### config.mk
export PLATFORM = sky130hd
export DESIGN_NAME = qos_wrr_sched
export DESIGN_NICKNAME = d
export VERILOG_FILES = /design/src/rtl/qos_wrr_sched.sv
export SDC_FILE = /design/constraint.sdc
export NUM_CORES = 1
export LEC_CHECK = 0
export BUFFER_PORTS_ARGS = -buffer_cell sky130_fd_sc_hd__buf_4
export CAP_MARGIN = 20
export CORE_MARGIN = 2
export CORE_UTILIZATION = 46
export DETAILED_ROUTE_END_ITERATION = 16
export HOLD_SLACK_MARGIN = 0.15
export PLACE_DENSITY = 0.66
export SYNTH_ARGS = -nofsm -noshare
export SYNTH_HDL_FRONTEND = slang
export SYNTH_SLANG_ARGS = --single-unit
### constraint.sdc
create_clock -name CLK_2MHz -period 4.34 [get_ports CLK_2MHz]
set_clock_uncertainty 0.1 [all_clocks]
set_input_delay 0.434 -clock CLK_2MHz [delete_from_list [all_inputs] [get_ports CLK_2MHz]]
set_output_delay 0.434 -clock CLK_2MHz [all_outputs]
set_load 0.05 [all_outputs]
### src/rtl/qos_wrr_sched.sv
// qos_wrr_sched: four-VC weighted round-robin FIFO read scheduler.
// Each VC owns a 3-bit weight (0 = disabled, 1-7 = pops per turn). A grant in
// IDLE loads the turn credit; SERVE pops the granted VC until the credit runs
// out or it goes empty/paused, then one IDLE bubble re-arbitrates from VC_id+1.
// Optional feature macro: QOS_WRR_PAUSE_EN (enables the per-VC pause input).
module qos_wrr_sched (
  input  logic       CLK_2MHz,
  input  logic       reset,
  input  logic       edit_weight,
  input  logic [1:0] vc_assign,
  input  logic [2:0] weight_assign,
  input  logic [3:0] empty,
  input  logic [3:0] pause,
  output logic [3:0] pop,
  output logic [1:0] VC_id,
  output logic [2:0] weight,
  output logic [2:0] credit,
  output logic       idle,
  output logic [1:0] State
);

  typedef enum logic [1:0] {
    ST_IDLE  = 2'b01,
    ST_SERVE = 2'b10
  } state_e;

  state_e          state_q, state_d;
  logic [1:0]      ptr_q, ptr_d;
  logic [1:0]      vc_q, vc_d;
  logic [2:0]      credit_q, credit_d;
  logic [3:0][2:0] weight_q, weight_d;

  logic [3:0] pause_eff;
  logic [3:0] eligible;
  logic [3:0] rot;
  logic [1:0] offset;
  logic [1:0] pick;
  logic       found;
  logic       serve_pop;

`ifdef QOS_WRR_PAUSE_EN
  assign pause_eff = pause;
`else
  // Pause is kept on the port for drop-in compatibility but has no effect.
  logic unused_pause;
  assign unused_pause = ^pause;
  assign pause_eff    = 4'b0000;
`endif

  // A VC can win arbitration only if it has data, a non-zero weight and no pause.
  always_comb begin
    for (int i = 0; i < 4; i++) begin
      eligible[i] = ~empty[i] & (weight_q[i] != 3'd0) & ~pause_eff[i];
    end
  end

  // Rotate eligibility so bit 0 is the VC at ptr, then take the first set bit.
  always_comb begin
    // NOTE: every combinational output gets a default first so no path can
    // leave it unassigned and infer a latch.
    rot    = eligible;
    offset = 2'd0;
    case (ptr_q)
      2'd0: rot = eligible;
      2'd1: rot = {eligible[0],   eligible[3:1]};
      2'd2: rot = {eligible[1:0], eligible[3:2]};
      2'd3: rot = {eligible[2:0], eligible[3]};
      default: rot = eligible;
    endcase
    if      (rot[0]) offset = 2'd0;
    else if (rot[1]) offset = 2'd1;
    else if (rot[2]) offset = 2'd2;
    else if (rot[3]) offset = 2'd3;
    found = |rot;
    pick  = ptr_q + offset;
  end

  // The granted VC is read whenever it has data and is not paused; the stored
  // weight is deliberately not consulted during the turn.
  always_comb begin
    serve_pop = (state_q == ST_SERVE) & ~empty[vc_q] & ~pause_eff[vc_q];
    pop       = serve_pop ? (4'b0001 << vc_q) : 4'b0000;
  end

  // Next-state logic for the grant FSM, credit counter and weight registers.
  always_comb begin
    state_d  = state_q;
    ptr_d    = ptr_q;
    vc_d     = vc_q;
    credit_d = credit_q;
    weight_d = weight_q;

    // The grant below reads weight_q, so a same-cycle write only affects the
    // next grant of that VC.
    if (edit_weight) begin
      weight_d[vc_assign] = weight_assign;
    end

    case (state_q)
      ST_IDLE: begin
        if (found) begin
          vc_d     = pick;
          credit_d = weight_q[pick];
          state_d  = ST_SERVE;
        end
      end
      ST_SERVE: begin
        // credit <= 1 rather than == 1 so a corrupted zero credit cannot wrap.
        if (serve_pop && (credit_q > 3'd1)) begin
          credit_d = credit_q - 3'd1;
        end else begin
          credit_d = 3'd0;
          ptr_d    = vc_q + 2'd1;
          state_d  = ST_IDLE;
        end
      end
      default: begin
        credit_d = 3'd0;
        state_d  = ST_IDLE;
      end
    endcase
  end

  // State register with synchronous active-low reset.
  always_ff @(posedge CLK_2MHz) begin
    if (!reset) begin
      // NOTE: sequential state uses non-blocking assignments so every flop
      // samples the pre-edge value of the others.
      state_q  <= ST_IDLE;
      ptr_q    <= 2'd0;
      vc_q     <= 2'd0;
      credit_q <= 3'd0;
      // NOTE: the weight table is small and has a defined power-on value, so it
      // is reset like ordinary flops; a larger RAM-style table would not be.
      weight_q <= {4{3'd1}};
    end else begin
      state_q  <= state_d;
      ptr_q    <= ptr_d;
      vc_q     <= vc_d;
      credit_q <= credit_d;
      weight_q <= weight_d;
    end
  end

  assign VC_id  = vc_q;
  assign weight = weight_q[vc_q];
  assign credit = credit_q;
  assign State  = state_q;
  assign idle   = (state_q == ST_IDLE) & ~|eligible;

endmodule

# ---- Word level (Yosys, flattened, before mapping)
# Cells that the tools add are included.
dict set report totals {
  regBits 21
  latchBits 0
  ram_bits 0
  mem_bits_ro 0
  inputBits 16
  out_inout_bits 15
  elab_cells 74
  n_memories 0
}
dict set report op_classes {
  n_addsub 3
  n_mul 0
  div_mod_pow 0
  order_cmp 5
  n_eq_ne 7
  shifts 1
  mux 23
  n_bitwise 14
  n_reduce_logical 13
}
# op n
set op_table {}
lappend op_table {{$pmux W4 S4} 1}
lappend op_table {{$mux W3} 5}
lappend op_table {{$bmux W3 S2} 2}
lappend op_table {{$bwmux W12} 1}
lappend op_table {{$mux W2} 6}
lappend op_table {{$reduce_bool A3 Y1} 4}
lappend op_table {{$lt A2 B3 Y1 const B} 3}
lappend op_table {{$reduce_or A4 Y1} 2}
lappend op_table {{$and A1 B1 Y1} 7}
lappend op_table {{$not A1 Y1} 7}
lappend op_table {{$demux W3 S2} 1}
lappend op_table {{$eq A2 B2 Y1 const B} 3}
lappend op_table {{$pmux W3 S2} 1}
lappend op_table {{$reduce_and A2 Y1} 3}
lappend op_table {{$bmux W1 S2} 2}
lappend op_table {{$eq A2 B1 Y1 const B} 2}
lappend op_table {{$mux W4} 1}
lappend op_table {{$ne A2 B2 Y1 const B} 2}
lappend op_table {{$pmux W2 S2} 1}
lappend op_table {{$shl A1 B2 Y4 const A} 1}
lappend op_table {{$gt A3 B1 Y1 const B} 1}
lappend op_table {{$sub A3 B1 Y3 const B} 1}
lappend op_table {{$add A2 B1 Y2 const B} 1}
lappend op_table {{$add A2 B2 Y2} 1}
lappend op_table {{other kinds (5)} 7}

# ---- Depth between registers and ports, before layout
# Gate-level depths: netlist of the first run.
dict set report depth {
  ltp_word 12
  ltp_mapped 13
  depth_no_buf 13
}

# ---- Worst setup path before layout of the first run
# No wires, ideal clock.
dict set report synth_path {
  kind {reg-to-reg}
  startpoint {register weight_q[5] (netlist bit)}
  endpoint {register credit_q[2], in the netlist credit[2]}
  setup_time_ns 0.124
  arrival_time_ns 2.307
  required_time_ns 4.116
  path_slack_ns 1.808
  path_stages_with_launch 13
  path_buffers 1
  period_less_slack_ns 2.532
  path_cell_list {dfxtp_1 -> nor3_1 -> nor2_1 -> inv_1 -> nor3_1 -> a311oi_1 -> o21ai_0 -> ha_1 -> buf_1 -> mux2i_1 -> o22ai_1 -> mux2i_1 -> nand3_1}
}
dict set report synth_between {
  elab_chain_cells 12
  elab_cells_between_ends 14
  classes_between {add/sub: 1; eq/ne: 1; mux: 9; bitwise: 1; reduce/logical: 2}
}
# element line_no
set synth_rtl {}
lappend synth_rtl {{from (decl)} 31} ;# logic [3:0][2:0] weight_q, weight_d;
lappend synth_rtl {{from (signal assigned)} 135} ;# weight_q <= {4{3'd1}};
lappend synth_rtl {{from (signal assigned)} 141} ;# weight_q <= weight_d;
lappend synth_rtl {{$reduce_bool A3 Y1 *} 53} ;# eligible[i] = ~empty[i] & (weight_q[i] != 3'd0) & ~pause_eff[i];
lappend synth_rtl {{$and A1 B1 Y1 *} 53}
lappend synth_rtl {{$pmux W4 S4 *} 63} ;# case (ptr_q)
lappend synth_rtl {{$mux W2} 73} ;# else if (rot[3]) offset = 2'd3;
lappend synth_rtl {{$mux W2} 72} ;# else if (rot[2]) offset = 2'd2;
lappend synth_rtl {{$mux W2} 71} ;# else if (rot[1]) offset = 2'd1;
lappend synth_rtl {{$mux W2 *} 70} ;# if (rot[0]) offset = 2'd0;
lappend synth_rtl {{$add A2 B2 Y2 *} 75} ;# pick = ptr_q + offset;
lappend synth_rtl {{via pick[0]} 37} ;# logic [1:0] pick;
lappend synth_rtl {{$bmux W3 S2 *} 103} ;# credit_d = weight_q[pick];
lappend synth_rtl {{$mux W3 (implied by the code) *} 103}
lappend synth_rtl {{$mux W3 *} 101} ;# if (found) begin
lappend synth_rtl {{$pmux W3 S2 *} 99} ;# case (state_q)
lappend synth_rtl {{to (signal assigned)} 140} ;# credit_q <= credit_d;
lappend synth_rtl {{to (decl)} 30} ;# logic [2:0] credit_q, credit_d;
# The timed path passes the listed nets; every way through them passes the cells marked *. The select of a mux whose other input is x is not followed.
# A chain may end at the register's enable or synchronous reset.

# ---- Worst setup path in the final report of the first run
dict set report layout_path {
  startpoint {register weight_q[3] (netlist bit)}
  endpoint {register credit_q[2], in the netlist credit[2]}
}
dict set report layout_between {
  elab_chain_cells 12
  elab_cells_between_ends 14
  classes_between {add/sub: 1; eq/ne: 1; mux: 9; bitwise: 1; reduce/logical: 2}
}
# element line_no
set layout_rtl {}
lappend layout_rtl {{$reduce_bool A3 Y1 *} 53}
lappend layout_rtl {{$and A1 B1 Y1 *} 53}
lappend layout_rtl {{$pmux W4 S4 *} 63}
lappend layout_rtl {{$mux W2} 73}
lappend layout_rtl {{$mux W2} 72}
lappend layout_rtl {{$mux W2} 71}
lappend layout_rtl {{$mux W2} 70}
lappend layout_rtl {{$add A2 B2 Y2} 75}
lappend layout_rtl {{$bmux W3 S2} 103}
lappend layout_rtl {{$mux W3 (implied by the code)} 103}
lappend layout_rtl {{$mux W3} 101}
lappend layout_rtl {{$pmux W3 S2} 99}
# Every way passes the cells marked *; elsewhere a longest branch is shown, timed or not. The select of a mux whose other input is x is not followed.

==> results of run 1 <==
-- Yosys cell counts (all sizes together) (2+ instances only) --
cell type / count
xor2: 2
o22ai: 10
or2: 2
dfxtp: 21
a32oi: 2
mux2: 2
nor3: 9
a21oi: 4
mux4: 3
nand3b: 2
inv: 11
and2: 5
nor2: 19
mux2i: 24
buf: 5
ha: 9
o221a: 2
o21ai: 3
o211ai: 2
nand3: 3
nand2: 9
-- cells by family after synthesis --
family	Yosys count	share of synthesized area, %
DFF	21	28.0
muxes	29	22.2
adders and majority gates	9	7.50
AOI/OAI and AO/OA	34	19.0
and+or+nand+nor	53	17.8
buffers and inverters	16	4.25
xor gates and xnor gates	2	1.17
-- routing by layer --
layer  vias to the layer above  track usage [%]  wire [µm]
met5                         -                0          0
met4                         0             6.21         21
met3                         2             3.57        152
met2                        38             36.9       1850
met1                       668             24.8       1600
li1                        660                -          -
-- registers in the layout, indices dropped and copies added (netlist names) --
signal,cells
VC_id,2
weight_q,12
State,2
credit,3
ptr_q,2
-- critical path, delay by kind of cell, from the launching register on --
family / cells / cell delay [ns]
AOI/OAI and AO/OA: 5 / 1.01
adders and majority gates: 1 / 0.19
and+or+nand+nor: 4 / 0.50
xor gates and xnor gates: 1 / 0.26
muxes: 1 / 0.19
DFF: 1 / 0.41
buffers and inverters: 1 / 0.13
-- power by group --
group | internal, mW | switching, mW | leakage, nW
sequential | 0.208 | 0.0262 | 0.172
clock | 0.0344 | 0.0669 | 0.0177
combinational | 0.0868 | 0.131 | 0.596
-- cell type report --
cell class	count	area (µm²)
fill	290	1320
multi-input combinational	127	1020
sequential	21	420
timing repair buffer	26	195
tap	44	55.1
inverter	11	41.3
clock buffer	3	22.5
clock inverter	1	5.00
-- through the flow --
step                power, mW  hold slack [ns]
global route            0.585            0.241
global placement        0.447            0.429
CTS                     0.553            0.246
floorplan               0.396            0.386
detailed placement      0.455            0.446
finish                  0.553            0.248
-- how the worst max path moves through the flow --
stage               slack (ns)        start  cells past startpoint         to
floorplan                 1.81  weight_q[5]                     12  credit[2]
global placement          1.45     empty[1]                     13  credit[2]
detailed placement        1.38     empty[1]                     13  credit[2]
CTS                       1.44  weight_q[3]                     13  credit[2]
global route              1.17  weight_q[3]                     13  credit[2]
finish                    1.45  weight_q[3]                     13  credit[2]
==> impl_metrics.json, run 1 <==
{
  "grt_pass1_wl_um": 5710,
  "synthFlopType": "dfxtp_1",
  "io_buffer_count": 26,
  "dp_cells": 229,
  "ys_seq_elements": 21,
  "cp.required_ns": 4.45,
  "crit_type": "flop to flop",
  "n_antenna_cell": 0,
  "htreeDepth": 1,
  "drive_gt1_share_pct": 23.8,
  "dpl_cell_area_um2": 1730,
  "die_height_um": 61.1,
  "fin_area_um2": 1760,
  "vias_per_cell": 5.87,
  "synth_area_leaders": "dfxtp_1, mux2i_1, ha_1, nor2_1, o22ai_1",
  "synth_cell_types": 42,
  "clk_latency_ns": 0.31,
  "via_count": 1368,
  "synthArstFlopShare_pct": 0,
  "syn_to_final_growth_pct": 17.0,
  "final_nets": 215,
  "fin_ws_ns": 1.45,
  "path_cells": "nor3_1, nor2_1, inv_1, a2111oi_0, a21oi_1, o21ai_0, ha_1, xor2_1, nor3_1, o211ai_1, o22ai_1, mux2i_1, nand3_1",
  "max_freq_mhz": 346,
  "synth_area_um2": 1500,
  "dr.pass1.iters": 4,
  "synth_top_cell_by_area": "dfxtp_1",
  "leakage_nw": 0.785,
  "track_usage_pct": 20.5,
  "core-area_um2": 3080,
  "final_cell_mix": "buf_4, mux2i_1, dfxtp_1",
  "hpwl_um": 2800,
  "cpPeakStageDelay_ns": 0.43,
  "end_kind": "flop",
  "min_to": "weight_q[9]",
  "arrival_ns": 3.01,
  "synth_top_cell_area_share_pct": 28.0,
  "worstReg2RegEnd": "credit[2]",
  "min_path_cells": 2,
  "crit_top_cell": "nor3_1",
  "syn_nets": 189,
  "grt_antenna_before_repair": 0,
  "ys_seq_area_share_pct": 28.0,
  "slew_headroom_pct": 50.6,
  "worst_hold_startpoint": "reset",
  "rsz0062_at_grt": "false",
  "hp-class": "primary input to flop",
  "maxCapViolations": 0,
  "fin_util_pct": 57.1,
  "grt_pass1_vias": 1286,
  "die_w_um": 61.1,
  "start_util_pct": 48.8,
  "worstPathMaxFanout": 6,
  "dp_slack_ns": 1.38,
  "cts_tree": "built",
  "clkTransAtPathRegs_ns": 0.13,
  "cp_slowest_cell": "a2111oi_0",
  "first_iter_violations": 32,
  "cts.path.max_buffers": 2,
  "status": "finished clean",
  "rr_worst_depth": 13,
  "r2r-start": "weight_q[3]",
  "grt_max_degree": 16,
  "cts_resized": 0,
  "dieArea_um2": 3740,
  "hold_viol_final": 0,
  "pin_count": 31,
  "finalSetupTns_ns": 0,
  "final_cells": 233,
  "final_max_slew_viol_count": 0,
  "p_per_area_nw_per_um2": 315,
  "drc_errors": 0,
  "tightest_slew_ns": 0.739,
  "postCtsHoldBufs": 0,
  "synth.avg_cell_area_um2": 9.16,
  "wire_per_inst_um": 15.5,
  "ir_drop_mv": 0.150,
  "num_rows": 20,
  "fin_crit_sh_pct": 66.6,
  "routed_wl_um": 3620,
  "yosysWarnings": 0,
  "mostFrequentLayoutCell": "buf_4",
  "synth-edff-count": 0,
  "numCtsBuffers": 3,
  "grt_overflow": 0,
  "cts.sinks": 21,
  "final_antenna_net_count": 0,
  "gp_congestion": 0.831,
  "r2r_slack_ns": 1.45,
  "cts_root_buffer": "clkbuf_4",
  "worstSetupStartpointType": "flop",
  "setup_viol": 0,
  "period_minus_slack_ns": 2.89,
  "postCtsSetupBuffers": 0,
  "synthCells": 164
}
No activity file was read; power rests on OpenSTA's default activity.
==> run 2, diff against run 1 <==
--- a/config.mk
+++ b/config.mk
@@ -11,7 +11,7 @@
 export CORE_UTILIZATION = 46
 export DETAILED_ROUTE_END_ITERATION = 16
 export HOLD_SLACK_MARGIN = 0.15
-export PLACE_DENSITY = 0.66
+export PLACE_DENSITY = 0.69
 export SYNTH_ARGS = -nofsm -noshare
 export SYNTH_HDL_FRONTEND = slang
 export SYNTH_SLANG_ARGS = --single-unit
==> constraint.sdc (replaced) <==
create_clock -name CLK_2MHz -period 2.4 [get_ports CLK_2MHz]
set_clock_uncertainty 0.1 [all_clocks]
set_input_delay 0.24 -clock CLK_2MHz [delete_from_list [all_inputs] [get_ports CLK_2MHz]]
set_output_delay 0.24 -clock CLK_2MHz [all_outputs]
set_load 0.05 [all_outputs]
==> impl_metrics.json, run 2 (synthesized netlist as in run 1, its figures left out) <==
{
  "status": "finished with violations",
  "failed_checks": "negative setup slack",
  "fin_crit_sh_pct": 107,
  "io_buffer_count": 26,
  "cpPeakStageDelay_ns": 0.38,
  "n_antenna_cell": 0,
  "maxCapViolations": 0,
  "ir_drop_mv": 0.257,
  "regMostFlops": "weight_q",
  "core-area_um2": 3080,
  "cts.sinks": 21,
  "cp_slowest_cell": "dfxtp_4",
  "drt-met1-wl_um": 1730,
  "r2r_slack_ns": -0.17,
  "worstSetupStartpointType": "flop",
  "max_freq_mhz": 389,
  "clkTransAtPathRegs_ns": 0.13,
  "htreeDepth": 1,
  "wire_per_inst_um": 16.2,
  "start_util_pct": 48.8,
  "fill_cells": 229,
  "cts_root_buffer": "clkbuf_4",
  "dp_slack_ns": -0.233,
  "topRoutingLayerUsed": "met4",
  "leakage_nw": 0.973,
  "drive_gt1_share_pct": 43.9,
  "route.met3.wl_um": 149,
  "largest_register_ffs": 12,
  "mostFrequentLayoutCell": "buf_4",
  "grt_antenna_before_repair": 0,
  "grt_max_degree": 16,
  "cp.required_ns": 2.51,
  "num_rows": 20,
  "cts_tree": "built",
  "multi_input_area_um2": 1160,
  "grt_pass1_vias": 1435,
  "min_path_cells": 4,
  "drc_errors": 0,
  "crit_type": "flop to flop",
  "gp_congestion": 0.821,
  "final-seq-area_um2": 435,
  "pin_count": 31,
  "wl_met2_um": 2350,
  "grt_pass1_wl_um": 6440,
  "dr.pass1.iters": 4,
  "hold_viol_final": 0,
  "top_regs": "weight_q x12, credit x3",
  "arrival_ns": 2.68,
  "fin_util_pct": 71.4,
  "clk_latency_ns": 0.31,
  "fin_ws_ns": -0.171,
  "track_usage_pct": 23.3,
  "vias_per_cell": 5.58,
  "first_iter_violations": 46,
  "routed_wl_um": 4320,
  "setup_viol": 3,
  "final_max_slew_viol_count": 0,
  "final_nets": 249,
  "rr_worst_depth": 12,
  "cts.path.max_buffers": 2,
  "worstPathMaxFanout": 6,
  "tightest_slew_ns": 0.730,
  "via_count": 1490,
  "syn_to_final_growth_pct": 46.3,
  "hpwl_um": 3070,
  "final_cell_mix": "buf_4, mux2i_1, nor2_1",
  "period_minus_slack_ns": 2.57,
  "grt_overflow": 0,
  "numCtsBuffers": 3,
  "end_kind": "flop",
  "rsz0062_at_grt": "true",
  "final_antenna_net_count": 0,
  "hp-class": "primary input to flop",
  "p_per_area_nw_per_um2": 499,
  "die_w_um": 61.1,
  "dieArea_um2": 3740,
  "die_height_um": 61.1,
  "path_cells": "nor3_4, or2_4, nand3_1, o311a_1, o21ai_2, ha_4, xor2_4, nor3_2, o211ai_1, o22ai_1, mux2i_1, o21ai_1",
  "slew_headroom_pct": 51.2
}
==> run 2: changes by cell type in the layout (fill, tap and decap cells not counted), sizes merged <==
cell and change:
dlygate4sd3 +5, buf +29, clkinv -1, clkbuf +1
==> run 2: cell type report <==
type	count	area share [%]
flip-flops and latches	21	19.8
well taps	44	2.51
multi-input cells	127	53.0
inverters	11	1.88
clock buffers	4	1.20
repair buffers	60	21.6
==> run 2: worst paths after layout <==
check,start,endpoint
worst max-delay path,weight_q[9],credit[0]
worst min-delay path,vc_assign[1],weight_q[0]
worst max register to register,weight_q[9],credit[0]
worst min register to register,credit[2],credit[2]
==> run 2: per-layer routing <==
metal / global-route usage, % / vias to the layer above
met5: 0 / -
met4: 6.21 / 0
met3: 3.78 / 12
met2: 45.1 / 42
met1: 26.0 / 710
li1: - / 726
==> run 2: timing repair <==
item,CTS,global route
hold endpoints to repair,15,0
hold buffers,5,0
pin swaps,17,8
endpoints found under the setup margin,3,3
setup buffers,3,1
gates resized for setup,25,11
==> run 2: power breakdown <==
group	switching (mW)	internal [mW]	total [mW]	leakage, nW
logic	0.287	0.218	0.505	0.785
registers	0.0369	0.375	0.412	0.173
clock network	0.113	0.0649	0.178	0.0150
==> run 2: metrics by stage <==
stage / hold slack, ns / TNS, ns / instances / power (mW) / instance area (µm²)
global route: 0.258 / -0.765 / 267 / 1.16 / 2200
finish: 0.247 / -0.389 / 267 / 1.10 / 2200
floorplan: 0.265 / 0 / 164 / 0.722 / 1520
CTS: 0.246 / -0.339 / 266 / 1.07 / 2120
detailed placement: 0.380 / -0.620 / 254 / 0.864 / 1940
global placement: 0.376 / -0.385 / 254 / 0.847 / 1940
==> run 2: critical path: cells and delay by family, from the launching register on <==
family                     cells  cell delay (ns)
AOI/OAI and AO/OA              5             0.86
adders and majority gates      1             0.18
muxes                          1             0.20
DFF                            1             0.38
and+or+nand+nor                4             0.55
xor gates and xnor gates       1             0.19
